[config.mk]
export PLATFORM = sky130hd
export DESIGN_NAME = eight_bit_divider_module
export DESIGN_NICKNAME = d
export VERILOG_FILES = /design/src/rtl/eight_bit_divider_module.sv
export SDC_FILE = /design/constraint.sdc
export NUM_CORES = 1
export LEC_CHECK = 0
export BUFFER_PORTS_ARGS = -buffer_cell sky130_fd_sc_hd__buf_2
export CAP_MARGIN = 10
export CORE_UTILIZATION = 57
export CTS_CLUSTER_SIZE = 24
export DETAILED_ROUTE_END_ITERATION = 6
export PLACE_DENSITY = 0.8
export SLEW_MARGIN = 20
export SYNTH_ARGS = -nofsm -noshare
export SYNTH_HDL_FRONTEND = slang
export SYNTH_SLANG_ARGS = --single-unit
[constraint.sdc]
create_clock -name CLK -period 2.83 [get_ports CLK]
set_input_delay 0.1415 -clock CLK [delete_from_list [all_inputs] [get_ports CLK]]
set_output_delay 0.1415 -clock CLK [all_outputs]
set_load 0.05 [all_outputs]
[src/rtl/eight_bit_divider_module.sv]
`timescale 1ns/1ps
// Sequential unsigned restoring divider: QUO = A / B, REM = A % B, one quotient bit per clock.
// START/BUSY/DONE handshake; divide-by-zero completes in one cycle with DIV0 set.
module eight_bit_divider_module #(
  parameter int WIDTH = 8
) (
  input  logic             CLK,
  input  logic             RST,
  input  logic             START,
  input  logic [WIDTH-1:0] A,
  input  logic [WIDTH-1:0] B,
  output logic [WIDTH-1:0] QUO,
  output logic [WIDTH-1:0] REM,
  output logic             BUSY,
  output logic             DONE,
  output logic             DIV0
);

  localparam int CNT_W = (WIDTH > 1) ? $clog2(WIDTH) : 1;
  localparam logic [CNT_W-1:0] LAST_COUNT = CNT_W'(WIDTH - 1);

  localparam logic [0:0] STATE_IDLE = 1'b0;
  localparam logic [0:0] STATE_CALC = 1'b1;

  logic [0:0]       state;
  logic [CNT_W-1:0] count;
  logic [WIDTH-1:0] dividend;
  logic [WIDTH-1:0] divisor;
  logic [WIDTH:0]   partial;

  logic [WIDTH+1:0] r_shift;
  logic [WIDTH+1:0] trial;
  logic             fits;
  logic [WIDTH:0]   partial_next;
  logic [WIDTH-1:0] q_next;

  // The sign bit of the widened trial subtraction decides whether the divisor fits.
  always_comb begin
    r_shift      = {partial, dividend[WIDTH-1]};
    trial        = r_shift - {2'b00, divisor};
    fits         = ~trial[WIDTH+1];
    partial_next = fits ? trial[WIDTH:0] : r_shift[WIDTH:0];
    q_next       = {dividend[WIDTH-2:0], fits};
  end

  always_ff @(posedge CLK or posedge RST) begin
    if (RST) begin
      state    <= STATE_IDLE;
      count    <= '0;
      dividend <= '0;
      divisor  <= '0;
      partial  <= '0;
      QUO      <= '0;
      REM      <= '0;
      BUSY     <= 1'b0;
      DONE     <= 1'b0;
      DIV0     <= 1'b0;
    end else begin
      DONE <= 1'b0;
      case (state)
        STATE_IDLE: begin
          if (START) begin
            if (B != '0) begin
              dividend <= A;
              divisor  <= B;
              partial  <= '0;
              count    <= '0;
              BUSY     <= 1'b1;
              state    <= STATE_CALC;
            end else begin
              QUO  <= '1;
              REM  <= A;
              DIV0 <= 1'b1;
              DONE <= 1'b1;
            end
          end
        end
        STATE_CALC: begin
          dividend <= q_next;
          partial  <= partial_next;
          count    <= count + 1'b1;
          // The final iteration publishes its result directly from the next-state values.
          if (count == LAST_COUNT) begin
            QUO   <= q_next;
            REM   <= partial_next[WIDTH-1:0];
            DIV0  <= 1'b0;
            DONE  <= 1'b1;
            BUSY  <= 1'b0;
            state <= STATE_IDLE;
          end
        end
        default: state <= STATE_IDLE;
      endcase
    end
  end

endmodule

### Yosys cells after proc, flatten, opt, wreduce, memory -nomap -nowiden

Cells that the tools add are included.

* register bits: 48
* input bits: 19
* output and inout bits: 19
* logic and storage cells: 57

* add/subtract/negate cells: 2
* equal/unequal tests: 5
* muxes and demuxes: 33
* bitwise logic cells: 2
* reduce and logical (&&, ||, !) cells: 5

Operators by type and width (number)
* $mux 8: 8
* $pmux 8 s2: 3
* $mux 9: 3
* $pmux 9 s2: 1
* $mux 1: 11
* $sub 10x8->10: 1
* $reduce_and 3->1: 3
* $pmux 1 s2: 4
* $reduce_bool 8->1: 1
* $mux 3: 2
* $ne 2x2->1 const B: 3
* $pmux 3 s2: 1
* $add 3x1->3 const B: 1
* $eq 3x3->1 const B: 1
* $ne 2x1->1 const B: 1
* $not 1->1: 2
* $reduce_and 2->1: 1

### Depth between registers and ports, before layout

* depth in word-level cells: 4
* depth in mapped cells: 9
* mapped depth without buffers: 9

### Worst setup path before layout

No wires, ideal clock.

* path type: flip-flop to flip-flop
* start point: reg partial[1]
* end point: reg partial[8]
* library setup time: 0.087 ns
* arrival time: 2.283 ns
* required time: 2.743 ns
* path slack: 0.460 ns
* stages on the path, launching flop included: 8
* buffers on the path: 0
* period minus slack after synthesis: 2.370 ns
* cells stage by stage: dfrtp_1 ha_1 a21oi_2 a21boi_4 a311oi_4 xor2_4 or4_1 o211ai_1

* longest elaborated chain between the ends: 3

RTL lines
* start, declared: line 29 `logic [WIDTH:0] partial;`
* start signal, assigned: line 80 `partial <= partial_next;`
* $sub 10x8->10: line 40 `trial = r_shift - {2'b00, divisor};`
* $mux 9: line 42 `partial_next = fits ? trial[WIDTH:0] : r_shift[WIDTH:0];`
* $pmux 9 s2: line 60 `case (state)`

Every way passes these cells.
A chain may end at the register's enable or synchronous reset.

### Worst setup path in the final report

* start point: reg partial[1]
* end point: reg REM[1]

* longest elaborated chain between the ends: 4

RTL lines
* $sub 10x8->10: line 40
* $mux 9: line 42
* $mux 8: line 83 `if (count == LAST_COUNT) begin`
* $pmux 8 s2: line 60
* end signal, assigned: line 85 `REM <= partial_next[WIDTH-1:0];`
* end, declared: line 13 `output logic [WIDTH-1:0] REM,`

Every way passes these cells. The select of a mux whose other input is x is not followed.

==> results.yml <==
yosys:
  syn_avg_cell_area_um2: 10.13
  netlist-cell-type-count: 51
  ys.flop_type: "dfrtp_1"
  synth_warnings: 0
  ys_seq_elements: 48
  synth-seq-area-share_pct: 47.24
  synth_top_cell_area_share_pct: 47.24
  async_flop_share_pct: 100.0
  synth_largest_area_cell: "dfrtp_1"
  synthesis.area_mm2: 0.002542
  synth_edf_count: 0
  synthCells: 251
  yosys-top-cells-area: "dfrtp_1, mux2i_1, o21ai_0, ha_1, nand2_1"
  syn-num-nets: 281
clock_tree:
  insertion_delay_ns: 0.31
  clk_pin_slew_ns: 0.09
  clk_path_buf_depth: 2
  tritoncts: "done"
  cts_max_level: 2
  clockRootBuffer: "clkbuf_8"
  cts.sink_count: 48
  cts_hold_buffers: 0
  post-cts-setup-buffer-count: 0
  cts_buffers: 5
  post_cts_resize_count: 0
sta:
  fin_crit_ns: 2.573
  drv_slew: 0
  tightest_slew_ns: 0.8231
  skew_ns: 0.01053
  hold_viol_final: 48
  relSlewSlack_pct: 45.13
  tns_ns: 0
  hold_slack_ns: -0.05445
  timing.fmax_ghz: 0.3887
  setup_viol_count_final: 0
  setup_slack_ns: 0.2574
  rsz0062_at_grt: "false"
  period_share_pct: 90.90
floorplan:
  initial_core_util_pct: 61.35
  num_rows: 23
  die-area_mm2: 0.004731
  die_x_um: 68.79
  core_mm2: 0.004144
  die_h_um: 68.79
  ios: 38
global_routing:
  grt_use_met1_pct: 36.81
  grt.busiest_layer: "met2"
  overflow: 0
  grtUsageTotal_pct: 25.67
  grt_max_degree: 49
  grt_pass1_wl_um: 8756
  use_met2_pct: 37.75
  globalRouteMet3Util_pct: 5.263
  grt_pass1_vias: 1827
  antenna_found_initial: 0
job:
  drv_cap: 0
critical_path:
  crit_required_ns: 3.02
  cp_top_family: "compound AO/OA/AOI/OAI gates"
  arrival_ns: 2.76
  critical-path-slowest-cell: "a311oi_4"
  crit_path_end_kind: "register"
  start_kind: "register"
  cp_slowest_stage_delay_ns: 0.55
  crit_chain: "ha_1 -> a21oi_2 -> a21boi_4 -> a311oi_4 -> xor2_4 -> mux2i_1 -> o21ai_1"
  cp_max_fo: 8
  crit_buf_inv: 0
  crit_type: "register to register"
finish:
  diodes: 0
  fin_util_pct: 69.60
  drive_gt1_share_pct: 21.18
  fin_nets: 317
  final_cell_mix: "dfrtp_1, buf_2, nand2_1, o21ai_0, nor2_1"
  area_delta_synth_final_pct: 13.44
  final_common_cell: "dfrtp_1"
outcome:
  violations: "hold timing"
  status: "finished, violations left"
placed_design:
  dp_hpwl_um: 4046
  gp_congestion: 0.8807
  place_ws_ns: 0.2670
  portBuffers: 37
min_path:
  hold_path_class: "input pin to asynchronous set/reset pin"
drt:
  ant_nets: 0
  totalWireLength_um: 5560
  remaining_drc_errors: 0
  wl_per_cell_um: 16.45
  drt_first_iter_violations: 193
  routed_via_density: 6.003
  vias: 2029
  first_pass_iters: 4
==> worst paths after layout <==
check / cells past startpoint / from / endpoint / slack (ns)
max reg2reg: 7 / partial[1]$_DFFE_PP0P_ / REM[1]$_DFFE_PP0P_ / 0.26
min reg2reg: 1 / QUO[5]$_DFFE_PP0P_ / QUO[5]$_DFFE_PP0P_ / 0.49
max in group asynchronous: 2 / RST / partial[4]$_DFFE_PP0P_ / 2.37
max: 7 / partial[1]$_DFFE_PP0P_ / REM[1]$_DFFE_PP0P_ / 0.26
min: 2 / RST / dividend[4]$_DFFE_PP0P_ / -0.05
min in group CLK: 3 / B[3] / divisor[3]$_DFFE_PP0P_ / 0.06
==> cell usage after synthesis (2+ instances only) <==
| master | number |
|---|---|
| clkbuf_1 | 9 |
| mux2_2 | 2 |
| o21ai_1 | 4 |
| dfrtp_1 | 48 |
| a21o_1 | 2 |
| inv_1 | 14 |
| nor2_1 | 15 |
| o22a_1 | 7 |
| mux2i_1 | 13 |
| a31oi_1 | 3 |
| buf_2 | 2 |
| ha_1 | 10 |
| a221oi_1 | 3 |
| o21ai_0 | 26 |
| or4_1 | 3 |
| a211oi_1 | 2 |
| and3_1 | 3 |
| nand2_1 | 29 |
| a21oi_1 | 10 |
| a311o_1 | 2 |
| a32oi_1 | 3 |
| nand3_1 | 7 |
| nand2b_1 | 2 |
| xnor2_1 | 3 |
| nor4_1 | 2 |
| or3_1 | 2 |
==> state kept, by name, indices dropped and copies added, names as in the netlist <==
register  flops
BUSY          1
DIV0          1
DONE          1
QUO           8
REM           8
count         3
dividend      8
divisor       8
partial       9
state         1
==> logic make-up after synthesis <==
| family | after synthesis | share of synthesized area [%] |
|---|---|---|
| DFF | 48 | 47.24 |
| muxes | 16 | 6.594 |
| adders and majority gates | 11 | 5.709 |
| buffers and inverters | 26 | 3.986 |
| AOI/OAI and AO/OA | 73 | 19.78 |
| xor gates and xnor gates | 6 | 3.101 |
| and+or+nand+nor | 71 | 13.58 |
==> through the flow <==
step           cells  cell area (um^2)
3_5_place_dp     330              2771
3_3_place_gp     330              2771
6_report         338              2884
5_1_grt          338              2884
2_1_floorplan    251              2542
4_1_cts          338              2883
==> worst register-to-register path, cell delays in order, from the launching register on <==
cell      delay, ns
dfrtp_1        0.42
ha_1           0.35
a21oi_2        0.26
a21boi_4       0.10
a311oi_4       0.55
xor2_4         0.32
mux2i_1        0.33
o21ai_1        0.13
==> final cells by class <==
type,instances,area (um^2)
multi-input cells,177,1240
repair buffers,41,215.2
clock inverters,3,42.54
inverters,14,53.80
well taps,50,62.56
clock buffers,5,68.82
fillers,317,1260
flip-flops and latches,48,1201
==> metal layers <==
metal | part of all wire [%] | vias to the layer above
li1 | - | 969
met1 | 48 | 991
met2 | 46 | 59
met3 | 5.1 | 10
met4 | 1.6 | 0
met5 | 0 | -
Power is left out: the tool's default activity adds up to more than one toggle a clock period on the data nets, which glitch-free logic cannot reach.
